## config.mk

```make
export PLATFORM = sky130hd
export DESIGN_NAME = fifo_rd_packer
export DESIGN_NICKNAME = d
export VERILOG_FILES = /design/src/rtl/fifo_rd_packer_pkg.sv /design/src/rtl/fifo_rd_packer_beat_cnt.sv /design/src/rtl/fifo_rd_packer.sv
export SDC_FILE = /design/constraint.sdc
export NUM_CORES = 1
export LEC_CHECK = 0
export ABC_AREA = 0
export CORE_MARGIN = 2
export CORE_UTILIZATION = 48
export CTS_CLUSTER_SIZE = 24
export DETAILED_ROUTE_END_ITERATION = 8
export MAX_ROUTING_LAYER = met4
export PLACE_DENSITY = 0.79
export SYNTH_ARGS = -nofsm -noshare
export SYNTH_HDL_FRONTEND = slang
export SYNTH_HIERARCHICAL = 1
export SYNTH_SLANG_ARGS = --single-unit
```

## constraint.sdc

```tcl
create_clock -name clk -period 2.8 [get_ports clk]
set_input_delay 0.42 -clock clk [delete_from_list [all_inputs] [get_ports clk]]
set_output_delay 0.42 -clock clk [all_outputs]
set_load 0.01 [all_outputs]
```

## src/rtl/fifo_rd_packer_pkg.sv

```systemverilog
// Shared types and default sizing for the FIFO read packer.
package fifo_rd_packer_pkg;
  typedef enum logic {FILL = 1'b0, SEND = 1'b1} state_e;

  localparam int DEF_DATA_WIDTH  = 16;
  localparam int DEF_FRAME_BEATS = 1024;
endpackage

```

## src/rtl/fifo_rd_packer_beat_cnt.sv

```systemverilog
// Wrapping beat-within-frame counter; flags the final beat of a frame.
module pack_beat_cnt
  import fifo_rd_packer_pkg::*;
#(
  parameter int FrameBeats   = DEF_FRAME_BEATS,
  parameter int BeatCntWidth = $clog2(FrameBeats)
) (
  input  logic clk,
  input  logic rst,
  input  logic inc_i,
  input  logic clr_i,
  output logic last_o
);
  logic [BeatCntWidth-1:0] cnt_q, cnt_d;

  assign last_o = (cnt_q == BeatCntWidth'(FrameBeats - 1));

  always_comb begin
    cnt_d = cnt_q;
    if (clr_i || (inc_i && last_o)) begin
      cnt_d = '0;
    end else if (inc_i) begin
      cnt_d = cnt_q + BeatCntWidth'(1);
    end
  end

  always_ff @(posedge clk) begin
    if (rst) begin
      cnt_q <= '0;
    end else begin
      cnt_q <= cnt_d;
    end
  end
endmodule

```

## src/rtl/fifo_rd_packer.sv

```systemverilog
// Reads word pairs from a 1-cycle-latency FIFO and emits them as packed
// valid/ready beats, with frame-last marking and a half-beat flush.
module fifo_rd_packer
  import fifo_rd_packer_pkg::*;
#(
  parameter int DataWidth    = DEF_DATA_WIDTH,
  parameter int FrameBeats   = DEF_FRAME_BEATS,
  parameter int BeatCntWidth = $clog2(FrameBeats)
) (
  input  logic                   clk,
  input  logic                   rst,
  input  logic                   fifo_empty,
  output logic                   fifo_rd,
  input  logic [DataWidth-1:0]   fifo_dout,
  input  logic                   flush,
  output logic [2*DataWidth-1:0] m_data,
  output logic                   m_valid,
  input  logic                   m_ready,
  output logic                   m_last
);
  state_e               state_q;
  logic [1:0]           req_cnt_q;
  logic [1:0]           cap_cnt_q;
  logic                 rd_q;
  logic                 flush_q;
  logic [DataWidth-1:0] lo_q;
  logic [DataWidth-1:0] hi_q;
  logic                 flush_ok;
  logic                 hs;
  logic                 beat_clr;
  logic                 cnt_last;

  // Flush only makes sense with exactly one word held and nothing in flight.
  assign flush_ok = flush && (state_q == FILL) && (cap_cnt_q == 2'd1) && (req_cnt_q == 2'd1);
  assign fifo_rd  = !rst && (state_q == FILL) && (req_cnt_q < 2'd2) && !fifo_empty && !flush_ok;
  assign m_valid  = (state_q == SEND);
  assign hs       = m_valid && m_ready;
  assign beat_clr = hs && flush_q;
  assign m_last   = m_valid && (flush_q || cnt_last);
  assign m_data   = m_valid ? {hi_q, lo_q} : '0;

  always_ff @(posedge clk) begin
    if (rst) begin
      state_q   <= FILL;
      req_cnt_q <= 2'd0;
      cap_cnt_q <= 2'd0;
      rd_q      <= 1'b0;
      flush_q   <= 1'b0;
    end else begin
      rd_q <= fifo_rd;
      unique case (state_q)
        FILL: begin
          if (fifo_rd) begin
            req_cnt_q <= req_cnt_q + 2'd1;
          end
          if (flush_ok) begin
            flush_q <= 1'b1;
            state_q <= SEND;
          end else if (rd_q) begin
            cap_cnt_q <= cap_cnt_q + 2'd1;
            if (cap_cnt_q == 2'd1) begin
              state_q <= SEND;
            end
          end
        end
        SEND: begin
          if (hs) begin
            state_q   <= FILL;
            req_cnt_q <= 2'd0;
            cap_cnt_q <= 2'd0;
            flush_q   <= 1'b0;
          end
        end
        default: state_q <= FILL;
      endcase
    end
  end

  // Data capture: word arrives the cycle after its read strobe.
  always_ff @(posedge clk) begin
    if ((state_q == FILL) && rd_q) begin
      if (cap_cnt_q == 2'd0) begin
        lo_q <= fifo_dout;
      end else begin
        hi_q <= fifo_dout;
      end
    end else if (flush_ok) begin
      hi_q <= '0;
    end
  end

  pack_beat_cnt #(
    .FrameBeats  (FrameBeats),
    .BeatCntWidth(BeatCntWidth)
  ) u_beat_cnt (
    .clk   (clk),
    .rst   (rst),
    .inc_i (hs),
    .clr_i (beat_clr),
    .last_o(cnt_last)
  );
endmodule

```

==> qor.tcl, run 1 <==
set qor(grt_util_all_layers) 0.1802
set qor(port-buffer-count) 55
set qor(ir_worst_vdd_v) 0.0003566
set qor(cts_hold_repair.buffers) 0
set qor(r2r-start) {m_valid$_SDFF_PP0_}
set qor(grt_pass1_wl_um) 6782
set qor(synth_top_family_by_area) {simple AND/OR/NAND/NOR gates}
set qor(synth_compound_gate_area_share) 0.05991
set qor(async_flop_share) 0
set qor(final-hold-violation-count) 0
set qor(post_cts_resized) 0
set qor(post_synth_and_or_nand_nor_area_fraction) 0.2702
set qor(timing.rr.end) {u_beat_cnt/cnt_q[8]$_SDFFE_PP0P_}
set qor(yosys_most_used_dff) {sky130_fd_sc_hd__edfxtp_1}
set qor(outcome) {finished clean}
set qor(setup.reg_to_reg.worst_slack_ns) 0.92
set qor(setup_viol) 0
set qor(max_slew_margin) 0.6876
set qor(pin_count) 56
set qor(cts_htree_levels) 2
set qor(post_dp_cell_area_um2) 2804
set qor(power_uw) 1362
set qor(synth_cell_type_count) 37
set qor(area_taken_by_multi_input_logic_gates_um2) 827.0
set qor(clkSinkCount) 49
set qor(antenna_left) 0
set qor(die-width_um) 71.27
set qor(holdPathStages) 2
set qor(rsz_0062_raised_after_global_routing) {false}
set qor(yosysMostFrequentCell) {sky130_fd_sc_hd__and2_1}
set qor(globalRoute.totalOverflow) 0
set qor(detailedRoute.firstIterationViolations) 112
set qor(fin_tns_setup_ns) 0
set qor(num-nets-final) 270
set qor(yosysWarningCount) 6
set qor(final_area_um2) 2885
set qor(cts_setup_buffers) 0
set qor(synth_fa_ha_area_frac) 0.02304
set qor(floorplan.core_area_um2) 4354
set qor(transition_time_of_the_tightest_slew_check_pin_ns) 0.4658
set qor(num_rows) 24
set qor(synth_area_leader_cell) {sky130_fd_sc_hd__edfxtp_1}
set qor(parity_gate_share_of_the_synthesized_area_counting_xor_and_xnor_cells) 0.01613
set qor(routed_via_density) 5.104
set qor(tritoncts.num_buffers) 5
set qor(timing.clock.skew_ns) 0.007720
set qor(worst_hold_path.endpoint) {cap_cnt_q[1]$_SDFFE_PP0P_}
set qor(combined_flip_flop_and_latch_cell_area_um2) 1301
set qor(timing.final.crit_share) 0.9222
set qor(synth.mux.area_fraction) 0.01152
set qor(ys_ff_latch) 49
set qor(layout_cells_sized_above_1) 0.08130
set qor(synthTopCellsByCount) {sky130_fd_sc_hd__and2_1, sky130_fd_sc_hd__edfxtp_1, sky130_fd_sc_hd__dfxtp_1}
set qor(router_iterations_before_antenna_repair) 4
set qor(finalWeightedCongestion) 0.8062
set qor(area.growth.synth_to_final_pct) 32.83
set qor(worstHoldPathType) {reg -> reg}
set qor(maxCapViolCount) 0
set qor(wl_um) 4045
set qor(hpwl_um) 2965
set qor(final.fill_count) 365
set qor(maxSlewViolCount) 0
set qor(arrival_ns) 2.16
set qor(critical_path.endpoint_type) {output pin}
set qor(timing.hold.worst.start) {cap_cnt_q[1]$_SDFFE_PP0P_}
set qor(antenna_found_initial) 0
set qor(wire_per_inst_um) 13.57
set qor(ctsRootBufferMaster) {sky130_fd_sc_hd__clkbuf_8}
set qor(critPathLaunchType) {register}
set qor(netlist_instances) 184
set qor(clk_pin_slew_worst_paths_ns) 0.08
set qor(leakage_uw) 0.001031
set qor(worst-endpoint-required_ns) 2.38
set qor(antennaDiodeCount) 0
set qor(clk_lat_worst_skew_ns) 0.30
set qor(grt_max_degree) 35
set qor(synth-seq-area-share) 0.5991
set qor(post-route-min-period_ns) 2.582
set qor(start_util) 0.4989
set qor(postSynthNetCount) 209
set qor(synth_edf_count) 32
set qor(setup.worst_path.class) {reg -> out}
set qor(design.die.area_um2) 5079
set qor(reg2regPathDepth) 5
set qor(max-clock-path-buffers) 2
set qor(route.detailed.drc) 0
set qor(critical_path_peak_fanout) 3
set qor(power.density_cell_area_nw_per_um2) 472.2
set qor(max_freq_ghz) 0.3873
set qor(cts_tree) {done}
set qor(netlist_area_before_placement_um2) 2172
set qor(synth_top_area_frac) 0.4424
set qor(die_y_um) 71.27
set qor(synth_area_per_cell_um2) 11.80
set qor(grt_pass1_vias) 1493
set qor(ys_top_cells_by_area) {sky130_fd_sc_hd__edfxtp_1, sky130_fd_sc_hd__dfxtp_1, sky130_fd_sc_hd__and2_1}
set qor(vias) 1521
set qor(cp-startpoint) {cap_cnt_q[1]$_SDFFE_PP0P_}
-- critical path, stage by stage, from the launching register on --
cell                              delay, ns
sky130_fd_sc_hd__dfxtp_1               0.33
sky130_fd_sc_hd__inv_1                 0.06
sky130_fd_sc_hd__ha_1                  0.20
sky130_fd_sc_hd__and3_4                0.19
sky130_fd_sc_hd__or4_4                 0.44
sky130_fd_sc_hd__nor2_1                0.11
sky130_fd_sc_hd__clkdlybuf4s50_1       0.54
-- placed cells by master, fill, tap and decap left out, drive strengths merged, types with 3 or more instances in the layout --
cell	n
buf	6
a21oi	6
xor2	3
or4	5
clkdlybuf4s50	55
o31ai	3
nor2	10
inv	4
nand4	4
nand2b	4
edfxtp	32
or3	4
nand2	7
nand3	4
dfxtp	17
clkbuf	5
o21ai	5
ha	4
and2	49
-- cells by family after synthesis --
family,count (synthesis)
compound gates,20
xor+xnor,4
fa+ha+maj,4
buf+inv,11
flops,49
mux,2
simple gates,94
-- worst max path at each step --
stage / cells past startpoint / slack, ns / to
global route: 6 / 0.14 / fifo_rd
global placement: 5 / 0.30 / fifo_rd
detailed placement: 5 / 0.28 / fifo_rd
floorplan: 3 / 0.63 / hi_q[0]$_SDFFCE_PN0P_
finish: 6 / 0.22 / fifo_rd
CTS: 6 / 0.20 / fifo_rd
-- per-stage QoR --
step | setup slack (ns) | hold WS, ns | cells | util
after floorplan | 0.6292 | 0.4626 | 184 | -
after global placement | 0.2986 | 0.4730 | 290 | 0.6440
after detailed placement | 0.2798 | 0.4819 | 290 | 0.6440
after CTS | 0.1959 | 0.4935 | 298 | 0.6626
after global routing | 0.1353 | 0.5433 | 298 | 0.6626
final | 0.2178 | 0.4921 | 298 | 0.6626
-- layer usage --
metal	share of wire	up-vias	GRT usage	wire length, um
li1	-	765	-	-
met1	0.43	698	0.2112	1752
met2	0.49	47	0.2809	1978
met3	0.046	11	0.04360	186
met4	0.031	0	0.1090	127
met5	0	-	-	0
-- state kept, by name, indices dropped and copies added (netlist names) --
| register | cells |
|---|---|
| cap_cnt_q | 2 |
| flush_q | 1 |
| req_cnt_q | 2 |
| lo_q | 16 |
| u_beat_cnt/cnt_q | 10 |
| rd_q | 1 |
| hi_q | 16 |
| m_valid | 1 |
-- area by class of cell --
cell class / instances / area share
clock inverter: 3 / 0.004337
timing repair buffer: 61 / 0.2064
clock buffer: 5 / 0.02385
multi-input combinational: 124 / 0.2866
tap: 52 / 0.02255
inverter: 4 / 0.005204
sequential: 49 / 0.4510
-- power by group --
group	switching, uW	internal [uW]
Clock	213	168
Combinational	72.1	84.1
Sequential	12.3	813
Note: power is estimated with default switching activity, not from simulation.
==> run 2: changes to the inputs <==
==> constraint.sdc (replaced) <==
create_clock -name clk -period 2.4 [get_ports clk]
set_input_delay 0.36 -clock clk [delete_from_list [all_inputs] [get_ports clk]]
set_output_delay 0.36 -clock clk [all_outputs]
set_load 0.01 [all_outputs]
==> qor.tcl, run 2 (synthesis gave the netlist of run 1 again) <==
set qor(finalWeightedCongestion) 0.8033
set qor(maxSlewViolCount) 0
set qor(antennaDiodeCount) 0
set qor(timing.clock.skew_ns) 0.007810
set qor(layout.cells.most_common) {sky130_fd_sc_hd__clkdlybuf4s50_1}
set qor(critPathMaxStageDelay_ns) 0.53
set qor(critical_path_peak_fanout) 4
set qor(routed_via_density) 5.134
set qor(worst-endpoint-required_ns) 2.04
set qor(netSwitchingPower_uw) 357.5
set qor(floorplan.core_area_um2) 4354
set qor(max_freq_ghz) 0.4470
set qor(antenna_found_initial) 0
set qor(dp_cells) 290
set qor(critical_path_buf_inv_count) 1
set qor(maxCapViolCount) 0
set qor(grt_util_all_layers) 0.1747
set qor(final-hold-violation-count) 0
set qor(leakage_uw) 0.001039
set qor(design.die.area_um2) 5079
set qor(wl_um) 4089
set qor(worstHoldPathType) {reg -> reg}
set qor(post-route-min-period_ns) 2.237
set qor(setup_viol) 0
set qor(tritoncts.num_buffers) 5
set qor(route.detailed.drc) 0
set qor(antenna_left) 0
set qor(pin_count) 56
set qor(num_rows) 24
set qor(fin_tns_setup_ns) 0
set qor(clk_lat_worst_skew_ns) 0.30
set qor(critPathLaunchType) {register}
set qor(clkSinkCount) 49
set qor(transition_time_of_the_tightest_slew_check_pin_ns) 0.4501
set qor(cts_tree) {done}
set qor(grt_pass1_vias) 1415
set qor(layout_cells_sized_above_1) 0.08943
set qor(cpMaxStageDelayCell) {sky130_fd_sc_hd__clkdlybuf4s50_1}
set qor(die-width_um) 71.27
set qor(stdcell_count) 298
set qor(power.share.combinational) 0.115
set qor(setup.worst_path.class) {reg -> out}
set qor(max-clock-path-buffers) 2
set qor(router_iterations_before_antenna_repair) 4
set qor(critical_path.endpoint_type) {output pin}
set qor(setup.reg_to_reg.worst_slack_ns) 0.45
set qor(hpwl_um) 2926
set qor(cts_hold_repair.buffers) 0
set qor(power.sequential.fraction) 0.600
set qor(crit_path_cell_trace) {ha_1 > nand2_1 > nor3_1 > o21a_1 > clkdlybuf4s50_1}
set qor(vias) 1530
set qor(rsz_0062_raised_after_global_routing) {false}
set qor(switching_share) 0.2224
set qor(num-nets-final) 270
set qor(largestRegisters) {hi_q (16), lo_q (16), u_beat_cnt/cnt_q (10)}
set qor(ctsRootBufferMaster) {sky130_fd_sc_hd__clkbuf_8}
set qor(grt_pass1_wl_um) 6582
set qor(timing.final.crit_share) 0.9321
set qor(globalRoute.totalOverflow) 0
set qor(wire_per_inst_um) 13.72
set qor(outcome) {finished clean}
set qor(intPower_uw) 1250
set qor(top_library_cells_by_usage_in_the_layout_fill_and_taps_aside) {sky130_fd_sc_hd__clkdlybuf4s50_1, sky130_fd_sc_hd__and2_1, sky130_fd_sc_hd__edfxtp_1}
set qor(ir_worst_vdd_v) 0.0003973
set qor(clk_pin_slew_worst_paths_ns) 0.08
set qor(detailedRoute.firstIterationViolations) 78
set qor(port-buffer-count) 55
set qor(die_y_um) 71.27
set qor(grt_max_degree) 42
set qor(max_slew_margin) 0.6981
set qor(arrival_ns) 1.88
set qor(critical_path.top_delay_family) {buffers and inverters}
set qor(area.growth.synth_to_final_pct) 32.89
set qor(cts_htree_levels) 2
set qor(start_util) 0.4989
set qor(power.density_cell_area_nw_per_um2) 556.8
set qor(pwr-share-clk) 0.286
## run 2: cell types whose count changed in the layout (fill, tap and decap cells not counted)
cell / delta
sky130_fd_sc_hd__dfxtp_2: +1
sky130_fd_sc_hd__clkbuf_1: +1
sky130_fd_sc_hd__clkinv_1: -2
sky130_fd_sc_hd__clkinv_2: +2
sky130_fd_sc_hd__clkinvlp_2: -1
sky130_fd_sc_hd__dlygate4sd2_1: +1
sky130_fd_sc_hd__dfxtp_1: -1
sky130_fd_sc_hd__clkdlybuf4s50_1: -1
## run 2: power groups by stage
stage / Clock [uW] / Combinational (uW) / Sequential, uW
after floorplan: 0 / 93.6 / 979
after global placement: 0 / 183 / 980
after CTS: 468 / 187 / 964
final: 459 / 184 / 964
after detailed placement: 0 / 187 / 982
after global routing: 509 / 203 / 968
## run 2: area by class of cell
class,instances,area (um^2)
timing repair buffer,61,594.3
tap,52,65.06
clock buffer,6,72.57
multi-input combinational,124,827.0
inverter,4,15.01
sequential,49,1303
clock inverter,2,10.01
fill,351,1468
## run 2: timing repair
action,4_1_cts,5_1_grt
gates resized for setup,2,0
endpoints found under the setup margin,1,0
setup buffers,0,0
## run 2: final timing paths
path                                                  startpoint                               end  cells after the start
worst max-delay path            u_beat_cnt/cnt_q[0]$_SDFFE_PP0P_                            m_last                      5
worst min-delay path                   cap_cnt_q[1]$_SDFFE_PP0P_         cap_cnt_q[1]$_SDFFE_PP0P_                      2
worst max register to register                m_valid$_SDFF_PP0_  u_beat_cnt/cnt_q[9]$_SDFFE_PP0P_                      6
worst min register to register         cap_cnt_q[1]$_SDFFE_PP0P_         cap_cnt_q[1]$_SDFFE_PP0P_                      2
## run 2: stage by stage
| step | setup slack (ns) | power, uW | hold WS, ns | instance area [um^2] | util |
|---|---|---|---|---|---|
| after global placement | 0.05048 | 1163 | 0.4752 | 2804 | 0.6440 |
| after CTS | 0.1320 | 1618 | 0.4948 | 2887 | 0.6629 |
| after detailed placement | 0.04234 | 1169 | 0.4789 | 2804 | 0.6440 |
| after global routing | 0.04841 | 1681 | 0.5144 | 2887 | 0.6629 |
| after floorplan | 0.2292 | 1073 | 0.4368 | 2172 | - |
| final | 0.1629 | 1607 | 0.4936 | 2887 | 0.6629 |
## run 2: tightest hold or removal path, delay by kind of cell (launching register included)
| family | cells | cell delay [ns] |
|---|---|---|
| AO/OA/AOI/OAI | 1 | 0.07 |
| flip-flops | 1 | 0.32 |
| AND/OR/NAND/NOR | 1 | 0.06 |
## run 2: layer usage
| metal | wire, um | track usage | part of all wire |
|---|---|---|---|
| met1 | 1774 | 0.2105 | 0.43 |
| met2 | 2039 | 0.2757 | 0.50 |
| met3 | 164 | 0.04782 | 0.040 |
| met4 | 110 | 0.07757 | 0.027 |
| met5 | 0 | - | 0 |
==> run 3: changes to the inputs <==
--- a/config.mk
+++ b/config.mk
@@ -6,6 +6,7 @@
 export NUM_CORES = 1
 export LEC_CHECK = 0
 export ABC_AREA = 0
+export CORE_ASPECT_RATIO = 0.8
 export CORE_MARGIN = 2
 export CORE_UTILIZATION = 48
 export CTS_CLUSTER_SIZE = 24
==> qor.tcl, run 3 (synthesis gave the netlist of run 1 again) <==
set qor(max_freq_ghz) 0.4471
set qor(antenna_found_initial) 0
set qor(clk_lat_worst_skew_ns) 0.29
set qor(cts_hold_repair.buffers) 0
set qor(critical_path_buf_inv_count) 1
set qor(critical_path_peak_fanout) 4
set qor(grt_pass1_wl_um) 6582
set qor(power.share.combinational) 0.108
set qor(ctsRootBufferMaster) {sky130_fd_sc_hd__clkbuf_8}
set qor(grt_pass1_vias) 1416
set qor(start_util) 0.5103
set qor(fin_tns_setup_ns) 0
set qor(ir_worst_vdd_v) 0.0004998
set qor(clk_pin_slew_worst_paths_ns) 0.09
set qor(grt_util_all_layers) 0.1719
set qor(met3_usage) 0.03531
set qor(top_library_cells_by_usage_in_the_layout_fill_and_taps_aside) {sky130_fd_sc_hd__clkdlybuf4s50_1, sky130_fd_sc_hd__and2_1, sky130_fd_sc_hd__edfxtp_1}
set qor(largestRegisters) {hi_q (16), lo_q (16), u_beat_cnt/cnt_q (10)}
set qor(switching_share) 0.2036
set qor(design.die.area_um2) 5083
set qor(router_iterations_before_antenna_repair) 4
set qor(maxCapViolCount) 0
set qor(grt.met2_usage) 0.2807
set qor(cpMaxStageDelayCell) {sky130_fd_sc_hd__clkdlybuf4s50_1}
set qor(transition_time_of_the_tightest_slew_check_pin_ns) 0.5075
set qor(hpwl_um) 2727
set qor(layout_cells_sized_above_1) 0.08537
set qor(use_met1) 0.2138
set qor(netSwitchingPower_uw) 346.2
set qor(final-hold-violation-count) 0
set qor(layout.cells.most_common) {sky130_fd_sc_hd__clkdlybuf4s50_1}
set qor(timing.final.crit_share) 0.9319
set qor(worst-endpoint-required_ns) 2.04
set qor(maxSlewViolCount) 0
set qor(cts_tree) {done}
set qor(pin_count) 56
set qor(intPower_uw) 1354
set qor(timing.clock.skew_ns) 0.006473
set qor(floorplan.core_area_um2) 4257
set qor(finalWeightedCongestion) 0.8269
set qor(port-buffer-count) 55
set qor(critical_path.endpoint_type) {output pin}
set qor(wire_per_inst_um) 12.88
set qor(wl_um) 3904
set qor(die-width_um) 79.21
set qor(post_cts_resized) 1
set qor(critPathLaunchType) {register}
set qor(clkSinkCount) 49
set qor(worstHoldPathType) {reg -> reg}
set qor(pwr-share-clk) 0.327
set qor(cts_htree_levels) 2
set qor(setup.worst_path.class) {reg -> out}
set qor(routed_via_density) 4.960
set qor(num_rows) 21
set qor(power.density_cell_area_nw_per_um2) 582.8
set qor(vias) 1503
set qor(die_y_um) 64.17
set qor(leakage_uw) 0.001044
set qor(arrival_ns) 1.88
set qor(outcome) {finished clean}
set qor(antenna_left) 0
set qor(critPathMaxStageDelay_ns) 0.53
set qor(post-route-min-period_ns) 2.237
set qor(power.sequential.fraction) 0.566
set qor(crit_path_cell_trace) {ha_2 > nand2_1 > nor3_1 > o21a_1 > clkdlybuf4s50_1}
set qor(detailedRoute.firstIterationViolations) 72
set qor(cts_setup_buffers) 0
set qor(rsz_0062_raised_after_global_routing) {false}
set qor(final_area_um2) 2918
set qor(critical_path.top_delay_family) {buffers and inverters}
set qor(route.detailed.drc) 0
set qor(antennaDiodeCount) 0
set qor(max_slew_margin) 0.6596
set qor(max-clock-path-buffers) 2
set qor(area.growth.synth_to_final_pct) 34.33
set qor(grt-busiest-layer) {met2}
set qor(globalRoute.totalOverflow) 0
set qor(tritoncts.num_buffers) 5
set qor(setup_viol) 0
set qor(grt_max_degree) 37
set qor(num-nets-final) 270
set qor(post_dp_cell_area_um2) 2810
run 3: cell types whose count changed in the layout (fill, tap and decap cells not counted), sizes merged:
cell | before | now
bufinv | 0 | 1
clkinv | 2 | 1
run 3: path summary, 6_finish.rpt:
check | startpoint | to | slack [ns] | cells past startpoint
setup / recovery | u_beat_cnt/cnt_q[0]$_SDFFE_PP0P_ | m_last | 0.16 | 5
setup reg to reg | m_valid$_SDFF_PP0_ | u_beat_cnt/cnt_q[1]$_SDFFE_PP0P_ | 0.63 | 5
hold reg to reg | u_beat_cnt/cnt_q[8]$_SDFFE_PP0P_ | u_beat_cnt/cnt_q[8]$_SDFFE_PP0P_ | 0.52 | 2
hold / removal | u_beat_cnt/cnt_q[8]$_SDFFE_PP0P_ | u_beat_cnt/cnt_q[8]$_SDFFE_PP0P_ | 0.52 | 2
run 3: power groups by stage:
stage | logic (uW) | registers [uW] | clock network, uW
floorplan | 93.6 | 979 | 0
global placement | 181 | 980 | 0
detailed placement | 185 | 982 | 0
CTS | 185 | 962 | 570
global route | 203 | 967 | 607
finish | 183 | 962 | 555
run 3: worst reg2reg max path, delay by kind of cell, from the launching register on:
kind	cells	cell delay (ns)
compound gates	1	0.47
buf+inv	1	0.27
flops	1	0.44
simple gates	3	0.47
run 3: layout make-up:
type	count	area, um^2
tap	57	71.32
timing repair buffer	61	594.3
multi-input combinational	124	829.5
fill	335	1339
clock inverter	2	33.78
clock buffer	6	72.57
inverter	4	15.01
sequential	49	1301
run 3: metal layers:
layer | routed length [um] | up-vias
met4 | 61 | 0
met1 | 1843 | 700
met3 | 137 | 7
met2 | 1861 | 28
li1 | - | 768
met5 | 0 | -
run 3: per-stage QoR:
| stage | setup slack [ns] | cells | util | hold slack, ns | power, uW |
|---|---|---|---|---|---|
| after floorplan | 0.2292 | 184 | - | 0.4368 | 1073 |
| after CTS | 0.1299 | 303 | 0.6849 | 0.5228 | 1718 |
| final | 0.1634 | 303 | 0.6855 | 0.5197 | 1701 |
| after global routing | 0.005206 | 303 | 0.6855 | 0.5481 | 1777 |
| after detailed placement | 0.04101 | 295 | 0.6602 | 0.5064 | 1166 |
| after global placement | 0.04684 | 295 | 0.6602 | 0.4848 | 1161 |
